### src/rtl/bisr_pkg.sv
// Shared types and helpers for the spare-slot allocation logic.
package bisr_pkg;

   // Allocation FSM state encoding.
   typedef enum logic [1:0] {
      ST_IDLE  = 2'd0,
      ST_CHECK = 2'd1,
      ST_GRANT = 2'd2,
      ST_ERR   = 2'd3
   } state_t;

   // Number of one-hot positions an index of idx_w bits can address.
   function automatic int unsigned onehot_span(input int unsigned idx_w);
      return 32'd1 << idx_w;
   endfunction

endpackage

### src/rtl/onehot_decoder.sv
// Combinational index-to-one-hot decoder; output is zero when en is low
// or when idx addresses a position at or beyond WIDTH.
module onehot_decoder
   import bisr_pkg::*;
#(
   parameter int unsigned WIDTH = 4,
   parameter int unsigned IDX_W = 2
) (
   input  logic [IDX_W-1:0] idx,
   input  logic             en,
   output logic [WIDTH-1:0] onehot
);

   localparam int unsigned SPAN = onehot_span(IDX_W);

   // Decode idx; positions the index cannot reach stay zero.
   always_comb begin
      onehot = '0;
      for (int unsigned i = 0; i < WIDTH; i++) begin
         if (i < SPAN) begin
            onehot[i] = en && (idx == IDX_W'(i));
         end
      end
   end

endmodule

### src/rtl/spare_map_decoder.sv
// Spare slot allocator: IDLE -> CHECK -> GRANT/ERR handshake FSM with an
// occupancy bitmap, independent release path and sticky error flag.
// Optional feature: define SPARE_MAP_FREE_COUNT_EN to add the free_cnt output.
module spare_map_decoder
   import bisr_pkg::*;
#(
   parameter  int unsigned OUTPUT_WIDTH = 4,
   localparam int unsigned IDX_W        = $clog2(OUTPUT_WIDTH)
) (
   input  logic                    clk,
   input  logic                    rst,
   input  logic                    alloc_valid,
   input  logic [IDX_W-1:0]        alloc_idx,
   output logic                    alloc_ready,
   input  logic                    rel_valid,
   input  logic [IDX_W-1:0]        rel_idx,
   output logic                    grant_valid,
   output logic [OUTPUT_WIDTH-1:0] grant_onehot,
   output logic [OUTPUT_WIDTH-1:0] occ_mask,
   output logic                    full,
   output logic                    err,
`ifdef SPARE_MAP_FREE_COUNT_EN
   output logic [IDX_W:0]          free_cnt,
`endif
   input  logic                    err_clr
);

   state_t                  state;
   logic [IDX_W-1:0]        cap_idx;
   logic [OUTPUT_WIDTH-1:0] cap_mask;
   logic [OUTPUT_WIDTH-1:0] rel_mask;
   logic [OUTPUT_WIDTH-1:0] set_mask;
   logic [OUTPUT_WIDTH-1:0] occ_next;
   logic                    check_ok;
   logic                    rel_ok;
   logic                    rel_bad;

   onehot_decoder #(.WIDTH(OUTPUT_WIDTH), .IDX_W(IDX_W)) u_cap_dec (
      .idx    (cap_idx),
      .en     (1'b1),
      .onehot (cap_mask)
   );

   onehot_decoder #(.WIDTH(OUTPUT_WIDTH), .IDX_W(IDX_W)) u_rel_dec (
      .idx    (rel_idx),
      .en     (rel_valid),
      .onehot (rel_mask)
   );

   assign alloc_ready = (state == ST_IDLE);
   assign full        = &occ_mask;

   // Decoder masks are zero for out-of-range indices, so a single AND
   // covers both the range check and the occupancy check.
   always_comb begin
      check_ok = |(cap_mask & ~occ_mask);
      rel_ok   = |(rel_mask & occ_mask);
      rel_bad  = rel_valid && !rel_ok;
      set_mask = (state == ST_GRANT) ? cap_mask : '0;
      occ_next = (occ_mask & ~rel_mask) | set_mask;
   end

   // Occupancy bitmap: release clears, grant sets, set wins on collision.
   always_ff @(posedge clk) begin
      if (rst) begin
         occ_mask <= '0;
      end else begin
         occ_mask <= occ_next;
      end
   end

`ifdef SPARE_MAP_FREE_COUNT_EN
   logic [IDX_W:0] free_next;

   // Count free slots in the next-state bitmap so free_cnt tracks occ_mask.
   always_comb begin
      free_next = '0;
      for (int unsigned i = 0; i < OUTPUT_WIDTH; i++) begin
         if (!occ_next[i]) begin
            free_next = free_next + (IDX_W+1)'(1);
         end
      end
   end

   // Registered free-slot count.
   always_ff @(posedge clk) begin
      if (rst) begin
         free_cnt <= (IDX_W+1)'(OUTPUT_WIDTH);
      end else begin
         free_cnt <= free_next;
      end
   end
`endif

   // Allocation FSM with registered grant outputs and sticky error flag.
   always_ff @(posedge clk) begin
      if (rst) begin
         state        <= ST_IDLE;
         cap_idx      <= '0;
         grant_valid  <= 1'b0;
         grant_onehot <= '0;
         err          <= 1'b0;
      end else begin
         grant_valid  <= 1'b0;
         grant_onehot <= '0;
         case (state)
            ST_IDLE: begin
               if (alloc_valid) begin
                  cap_idx <= alloc_idx;
                  state   <= ST_CHECK;
               end
            end
            ST_CHECK: begin
               state <= check_ok ? ST_GRANT : ST_ERR;
            end
            ST_GRANT: begin
               grant_valid  <= 1'b1;
               grant_onehot <= cap_mask;
               state        <= ST_IDLE;
            end
            ST_ERR: begin
               if (err_clr) begin
                  state <= ST_IDLE;
               end
            end
            default: state <= ST_IDLE;
         endcase
         if (rel_bad || (state == ST_CHECK && !check_ok)) begin
            err <= 1'b1;
         end else if (err_clr) begin
            err <= 1'b0;
         end
      end
   end

endmodule

### config.mk
export PLATFORM = sky130hd
export DESIGN_NAME = spare_map_decoder
export DESIGN_NICKNAME = d
export VERILOG_FILES = /design/src/rtl/bisr_pkg.sv /design/src/rtl/onehot_decoder.sv /design/src/rtl/spare_map_decoder.sv
export SDC_FILE = /design/constraint.sdc
export NUM_CORES = 1
export LEC_CHECK = 0
export ABC_AREA = 1
export BUFFER_PORTS_ARGS = -buffer_cell sky130_fd_sc_hd__buf_2
export CAP_MARGIN = 25
export CORE_AREA = 3 3 40 42
export DETAILED_ROUTE_END_ITERATION = 8
export DIE_AREA = 0 0 43 45
export GPL_ROUTABILITY_DRIVEN = 0
export GPL_TIMING_DRIVEN = 1
export PLACE_DENSITY_LB_ADDON = 0.08
export SLEW_MARGIN = 10
export SYNTH_ARGS = -nofsm -noshare
export SYNTH_HDL_FRONTEND = slang
export SYNTH_SLANG_ARGS = --single-unit
export TNS_END_PERCENT = 30
### constraint.sdc
create_clock -name clk -period 1.4 [get_ports clk]
set_input_delay 0.14 -clock clk [delete_from_list [all_inputs] [get_ports clk]]
set_output_delay 0.14 -clock clk [all_outputs]
set_load 0.005 [all_outputs]
==> results.yml, run 1 <==
run_status:
  status: "finished clean"
synthesis:
  yosysSeqAreaShare_pct: 47.46
  netlist_area_um2: 590.6
  synth_nets: 89
  yosysWarningCount: 0
  synth.distinct_cells: 16
  ys_seq_elements: 14
  avgSynthCellArea_um2: 7.382
  yosysTopAreaCellShare_pct: 47.46
  synth_largest_area_cell: "dfxtp_1"
  synth_area_leaders: "dfxtp_1, inv_1, nand2_1"
  syn_inst: 80
timing:
  slew_headroom_pct: 85.03
  finalSetupTns_ns: 0
  rsz0062_at_grt: "false"
  tightest_slew_ns: 0.2227
  hold_viol: 0
  final-max-slew-violation-count: 0
  min_period_over_period_pct: 84.85
  fin_skew_ns: 0.003079
  clock.fmax_mhz: 841.8
  fin_crit_ns: 1.188
  setup_viol: 0
pwr:
  p_sw_mw: 0.2020
  clock_power_share_pct: 34.8
  pwr-share-comb_pct: 12.3
  ir_worst_vdd_v: 0.0006548
  sw_frac_of_total_pct: 24.75
  power_density_mw_per_mm2: 1102
  p_int_mw: 0.6141
  total_power_mw: 0.8162
  p_seq_share_pct: 52.9
  power_leakage_nw: 0.3905
critical_path:
  cp_slowest_stage_delay_ns: 0.40
  cp_data_required_time_ns: 1.26
  endpoint_kind: "primary output"
  cp-start-kind: "register"
  crit_chain: "inv_1, nor3_1, buf_2"
  cp_top_family: "flip-flops"
  crit_fanout: 4
  cp.arrival_ns: 1.05
  path_class: "reg2out"
  critical_path_buf_inv_count: 2
  slowest_stage: "dfxtp_1"
routing:
  vias_per_cell: 4.983
  via_count: 588
  drtIter0Drc: 7
  dr.pass1.iters: 5
  drt-wirelength-per-cell_um: 10.14
  drc_errors: 0
  routed_wl_um: 1197
  antenna_left: 0
cells_and_area:
  layout.nets: 113
  final_layout_size_suffix_gt1_share_pct: 31.07
  antenna_cells: 0
  fillers: 137
  synthToLayoutAreaGrowth_pct: 25.42
floorplan:
  fp.dieH_um: 45
  row_count: 13
  start_util_pct: 45.96
  ios: 21
  fp.dieW_um: 43
  dieArea_mm2: 0.001935
  core_mm2: 0.001285
cts:
  cts_hold_buffers: 0
  numCtsBuffers: 3
  clock_sinks: 14
  insertion_delay_ns: 0.27
  cts.root.buffer_cell: "clkbuf_4"
  clkTransAtPathRegs_ns: 0.09
  cts_setup_buffers: 0
  cts_buffer_depth: 2
  htree_levels: 1
  cts_tree: "yes"
  cts_resized: 0
global_route:
  grt_start_max_net_pins: 10
  grt_pass1_wl_um: 2042
  grt_remaining_overflow: 0
  antenna_found_initial: 0
  grt_pass1_vias: 505
  grtUsageTotal_pct: 14.05
placement:
  dp_hpwl_um: 955.6
  io_buffers: 20
flow_run:
  cap_violations: 0
hold_path:
  min_path_type: "in2reg"
==> final cells by class <==
type | instances | area, um^2 | share of cell area (%)
Inverter | 16 | 60.06 | 8.108
Clock buffer | 4 | 36.28 | 4.899
Multi-Input combinational cell | 49 | 245.2 | 33.11
Tap cell | 15 | 18.77 | 2.534
Sequential cell | 14 | 280.3 | 37.84
Timing Repair Buffer | 20 | 100.1 | 13.51
==> final timing paths <==
path / from / endpoint / slack [ns] / cells after the start
worst max-delay path: occ_mask[3] / full / 0.21 / 3
worst max register to register: cap_idx[1] / err / 0.38 / 8
worst min register to register: state[0] / state[1] / 0.52 / 2
worst min-delay path: rst / err / 0.04 / 2
==> state kept, by name, summed over array words and instances (netlist names) <==
| signal | cells |
|---|---|
| cap_idx | 2 |
| err | 1 |
| grant_onehot | 4 |
| grant_valid | 1 |
| occ_mask | 4 |
| state | 2 |
==> metrics by stage <==
stage / hold WS, ns / area, um^2 / std cells / setup WS, ns / utilization (%)
2_1_floorplan: 0.2091 / 590.6 / 80 / 0.4692 / -
3_3_place_gp: 0.3324 / 704.4 / 114 / 0.3451 / 54.82
3_5_place_dp: 0.3353 / 704.4 / 114 / 0.3731 / 54.82
4_1_cts: 0.04002 / 740.7 / 118 / 0.2206 / 57.64
5_1_grt: 0.04528 / 740.7 / 118 / 0.1083 / 57.64
6_report: 0.04473 / 740.7 / 118 / 0.2121 / 57.64
==> cell usage after synthesis, drive strengths merged <==
cell and count:
a21oi 3, a31o 4, buf 1, dfxtp 14, inv 16, nand2 13, nand3 7, nand4 4
nor2 13, nor3 1, o211ai 1, o21ai 2, o31ai 1
==> cell usage in the layout (no fill, tap or decap) <==
cell | synthesis | final
nand2_1 | 12 | 12
inv_1 | 15 | 15
nand3_1 | 7 | 7
clkbuf_8 | 0 | 1
clkbuf_4 | 0 | 3
inv_2 | 1 | 1
dfxtp_1 | 14 | 14
nor2_2 | 2 | 2
o211ai_1 | 1 | 1
o31ai_1 | 1 | 1
nor2_1 | 11 | 11
a21oi_1 | 3 | 3
o21ai_0 | 2 | 2
a31o_2 | 4 | 4
nor3_1 | 1 | 1
nand2_2 | 1 | 1
nand4_1 | 4 | 4
buf_2 | 1 | 20
==> routing by layer <==
metal	track usage (%)	routed length, um	vias up	part of all wire (%)
met5	0	0	-	0
met4	5.422	12	0	1.0
met3	3.586	67	2	5.6
met2	22.46	510	18	43
met1	18.29	605	264	51
li1	-	-	304	-
==> cell families after synthesis <==
group | after synthesis | share of synthesized area, %
buf+inv | 17 | 11.01
simple gates | 38 | 28.81
flops | 14 | 47.46
compound gates | 11 | 12.71
==> power groups by stage <==
| stage | Combinational, mW | Sequential [mW] | Clock [mW] |
|---|---|---|---|
| floorplan | 0.0659 | 0.438 | 0 |
| global placement | 0.101 | 0.441 | 0 |
| detailed placement | 0.101 | 0.441 | 0 |
| CTS | 0.102 | 0.432 | 0.293 |
| global route | 0.119 | 0.434 | 0.308 |
| finish | 0.100 | 0.431 | 0.284 |
Power figures use the tool's default switching activity.
==> run 2, diff against run 1 <==
==> constraint.sdc (replaced) <==
create_clock -name clk -period 1.2 [get_ports clk]
set_input_delay 0.12 -clock clk [delete_from_list [all_inputs] [get_ports clk]]
set_output_delay 0.12 -clock clk [all_outputs]
set_load 0.005 [all_outputs]
==> results.yml, run 2 (synthesis results as in run 1) <==
floorplan:
  ios: 21
  row_count: 13
  dieArea_mm2: 0.001935
  core_mm2: 0.001285
  fp.dieH_um: 45
  fp.dieW_um: 43
  start_util_pct: 45.96
pwr:
  clock_power_share_pct: 35.2
  p_seq_share_pct: 52.0
  ir_worst_vdd_v: 0.0006928
  power_leakage_nw: 0.3981
  p_sw_mw: 0.2523
  sw_frac_of_total_pct: 25.91
  power_density_mw_per_mm2: 1278
  p_int_mw: 0.7215
  pwr-share-comb_pct: 12.7
  total_power_mw: 0.9738
cts:
  htree_levels: 1
  cts_hold_buffers: 0
  numCtsBuffers: 3
  cts_buffer_depth: 2
  cts.root.buffer_cell: "clkbuf_4"
  insertion_delay_ns: 0.28
  clock_sinks: 14
  cts_tree: "yes"
  clkTransAtPathRegs_ns: 0.08
timing:
  timing.final.ws_setup_ns: 0.06140
  fin_skew_ns: 0.003736
  fin_crit_ns: 1.139
  hold_viol: 0
  final-max-slew-violation-count: 0
  finalSetupTns_ns: 0
  tightest_slew_ns: 0.2144
  setup_viol: 0
  clock.fmax_mhz: 878.3
  slew_headroom_pct: 85.68
  min_period_over_period_pct: 94.88
critical_path:
  crit_fanout: 4
  path_class: "reg2out"
  critPathLaunch: "occ_mask[2]"
  r2r-start: "cap_idx[0]"
  cp.arrival_ns: 1.02
  r2r-end: "err"
  crit_end: "full"
  worstRegToRegCells: 8
  endpoint_kind: "primary output"
  cp_data_required_time_ns: 1.08
  regToRegSetupSlack_ns: 0.16
  cp-start-kind: "register"
cells_and_area:
  mostFrequentLayoutCell: "buf_2"
  reg_top3: "grant_onehot x4, occ_mask x4"
  antenna_cells: 0
  synthToLayoutAreaGrowth_pct: 29.03
  multi_input_area_um2: 252.7
  mostFrequentLayoutCells: "buf_2, inv_1, nand2_1, nor2_1, dfxtp_1"
  final_layout_size_suffix_gt1_share_pct: 38.46
  fillers: 131
  layout.nets: 114
  utilization_pct: 59.30
  seq_area_um2: 286.5
global_route:
  grt_remaining_overflow: 0
  grt_pass1_vias: 523
  grt_pass1_wl_um: 2352
  grtUsageTotal_pct: 16.56
  antenna_found_initial: 0
  grt_start_max_net_pins: 10
routing:
  via_count: 579
  drc_errors: 0
  antenna_left: 0
  drt-wirelength-per-cell_um: 11.48
  dr.pass1.iters: 2
  vias_per_cell: 4.866
  routed_wl_um: 1366
  drtIter0Drc: 5
hold_path:
  min_path_type: "in2reg"
run_status:
  status: "finished clean"
placement:
  dp_hpwl_um: 1044
  dp_slack_ns: 0.1513
  io_buffers: 20
flow_run:
  cap_violations: 0
==> run 2: routing by layer <==
| metal | vias to the layer above | share of wire, % | GRT usage, % |
|---|---|---|---|
| li1 | 309 | - | - |
| met1 | 252 | 48 | 20.98 |
| met2 | 15 | 46 | 26.35 |
| met3 | 3 | 5.1 | 5.976 |
| met4 | 0 | 0.66 | 5.422 |
| met5 | - | 0 | 0 |
==> run 2: final cells by class <==
class	instances	share of cell area [%]
sequential	14	37.60
timing repair buffer	21	14.12
multi-input combinational	49	33.17
inverter	16	7.882
tap	15	2.463
clock buffer	4	4.762
==> run 2: worst max-delay path: stages (launching register included) <==
cell	delay, ns
dfxtp_2	0.36
inv_1	0.07
nor3_2	0.17
buf_2	0.13
==> run 2: timing repair <==
item | 4_1_cts | 5_1_grt
endpoints found under the setup margin | 0 | 2
resized for setup | 0 | 7
buffers inserted | 0 | 0
==> run 2: how the worst min path moves through the flow <==
stage | startpoint | cells past startpoint | slack (ns) | to
global route | rst | 2 | 0.001 | err
global placement | rst | 2 | 0.31 | err
floorplan | rst | 1 | 0.19 | state[0]
CTS | rst | 2 | 0.01 | state[0]
finish | rst | 2 | 0.02 | state[0]
detailed placement | rst | 2 | 0.32 | err
==> run 2: stage by stage <==
stage | std cells | instance area [um^2] | hold slack [ns]
floorplan | 80 | 590.6 | 0.1891
global placement | 115 | 711.9 | 0.3125
detailed placement | 115 | 711.9 | 0.3180
CTS | 119 | 748.2 | 0.01264
global route | 119 | 762.0 | 0.001434
finish | 119 | 762.0 | 0.01857
==> run 2: power by group through the flow <==
stage	clock, mW	combinational [mW]	sequential [mW]
floorplan	0	0.0769	0.512
global placement	0	0.121	0.515
detailed placement	0	0.123	0.515
CTS	0.349	0.124	0.504
global route	0.381	0.147	0.510
finish	0.343	0.124	0.507
==> run 3, diff against run 2 <==
--- a/config.mk
+++ b/config.mk
@@ -6,11 +6,11 @@
 export NUM_CORES = 1
 export LEC_CHECK = 0
 export ABC_AREA = 1
-export BUFFER_PORTS_ARGS = -buffer_cell sky130_fd_sc_hd__buf_2
 export CAP_MARGIN = 25
 export CORE_AREA = 3 3 40 42
 export DETAILED_ROUTE_END_ITERATION = 8
 export DIE_AREA = 0 0 43 45
+export DONT_BUFFER_PORTS = 1
 export GPL_ROUTABILITY_DRIVEN = 0
 export GPL_TIMING_DRIVEN = 1
 export PLACE_DENSITY_LB_ADDON = 0.08
==> results.yml, run 3 (synthesis results as in run 1) <==
hold_path:
  min_path_type: "in2reg"
pwr:
  p_int_mw: 0.6345
  power_density_mw_per_mm2: 1315
  p_seq_share_pct: 59.8
  clock_power_share_pct: 29.6
  power_leakage_nw: 0.2932
  ir_worst_vdd_v: 0.0007753
  p_sw_mw: 0.2113
  sw_frac_of_total_pct: 24.98
  pwr-share-comb_pct: 10.6
cells_and_area:
  mostFrequentLayoutCell: "inv_1"
  antenna_cells: 0
  layout.nets: 94
  fin_cells: 98
  reg_top3: "grant_onehot x4, occ_mask x4"
  utilization_pct: 50.05
  mostFrequentLayoutCells: "inv_1, dfxtp_1, nand2_1, nor2_1, nand3_1"
  final_layout_size_suffix_gt1_share_pct: 15.66
  synthToLayoutAreaGrowth_pct: 8.898
routing:
  drt-wirelength-per-cell_um: 12.05
  routed_wl_um: 1181
  vias_per_cell: 5.194
  drtIter0Drc: 12
  via_count: 509
  antenna_left: 0
  drc_errors: 0
  dr.pass1.iters: 4
critical_path:
  worstRegToRegCells: 8
  critPathLaunch: "occ_mask[3]"
  r2r-start: "cap_idx[1]"
  cp.arrival_ns: 0.97
  r2r-end: "err"
  path_class: "reg2out"
  cp_data_required_time_ns: 1.08
  cp-start-kind: "register"
  crit_end: "full"
  regToRegSetupSlack_ns: 0.16
  crit_fanout: 4
  endpoint_kind: "primary output"
run_status:
  status: "finished clean"
timing:
  timing.final.ws_setup_ns: 0.1082
  min_period_over_period_pct: 90.99
  final-max-slew-violation-count: 0
  whs_ns: 0.03873
  fin_skew_ns: 0.007312
  rsz0062_at_grt: "false"
  finalSetupTns_ns: 0
  setup_viol: 0
  tightest_slew_ns: 0.2554
  slew_headroom_pct: 82.95
  fin_crit_ns: 1.092
  clock.fmax_mhz: 915.9
  hold_viol: 0
global_route:
  grt_remaining_overflow: 0
  antenna_found_initial: 0
  grt_pass1_vias: 465
  grtUsageTotal_pct: 13.63
  grt_pass1_wl_um: 1897
  grt_start_max_net_pins: 10
cts:
  cts.root.buffer_cell: "clkbuf_4"
  cts_buffer_depth: 2
  cts_tree: "yes"
  numCtsBuffers: 3
  insertion_delay_ns: 0.27
  htree_levels: 1
  clkTransAtPathRegs_ns: 0.08
  clock_sinks: 14
flow_run:
  cap_violations: 0
floorplan:
  core_mm2: 0.001285
  dieArea_mm2: 0.001935
  fp.dieW_um: 43
  start_util_pct: 45.96
  ios: 21
  fp.dieH_um: 45
  row_count: 13
placement:
  dp_slack_ns: 0.1827
  dp_hpwl_um: 933.6
  dp.cells: 94
  io_buffers: 0
==> run 3: final cells by class <==
cell class	instances	area [um^2]
fill	144	641.9
clock buffer	3	22.52
multi-input combinational	49	250.2
sequential	14	281.5
inverter	16	60.06
timing repair buffer	1	10.01
tap	15	18.77
==> run 3: repair_timing <==
item                                    in CTS  in global routing
gates resized for setup                      0                  3
endpoints found under the setup margin       0                  2
hold buffers                                 1                  0
endpoints found under the hold margin        2                  0
setup buffers                                0                  0
==> run 3: how the worst min path moves through the flow <==
stage | from | end | slack (ns) | cells past startpoint
after floorplan | rst | state[0] | 0.19 | 1
after global placement | rst | state[0] | 0.19 | 1
after detailed placement | rst | state[0] | 0.19 | 1
after CTS | err_clr | state[0] | 0.02 | 3
after global routing | err_clr | state[0] | 0.04 | 3
final | err_clr | state[0] | 0.04 | 3
==> run 3: critical path, cell delays in order (launching register included) <==
cell	delay [ns]
dfxtp_1	0.41
inv_1	0.10
nor3_2	0.20
==> run 3: power groups by stage <==
stage	logic [mW]	registers, mW	clock network, mW
global route	0.106	0.510	0.290
finish	0.0896	0.505	0.251
global placement	0.0849	0.517	0
detailed placement	0.0865	0.516	0
CTS	0.0902	0.505	0.268
floorplan	0.0769	0.512	0
==> run 3: per-layer routing <==
layer  GRT usage, %  vias up  wire length [um]
li1               -      265                 -
met1          15.61      227               530
met2          20.06       15               545
met3          6.773        2                92
met4          9.036        0                12
met5              0        -                 0
==> run 3: stage by stage <==
stage	power [mW]	area, um^2
2_1_floorplan	0.5885	590.6
3_3_place_gp	0.6018	604.3
3_5_place_dp	0.6029	604.3
4_1_cts	0.8633	636.9
5_1_grt	0.9060	643.1
6_report	0.8457	643.1
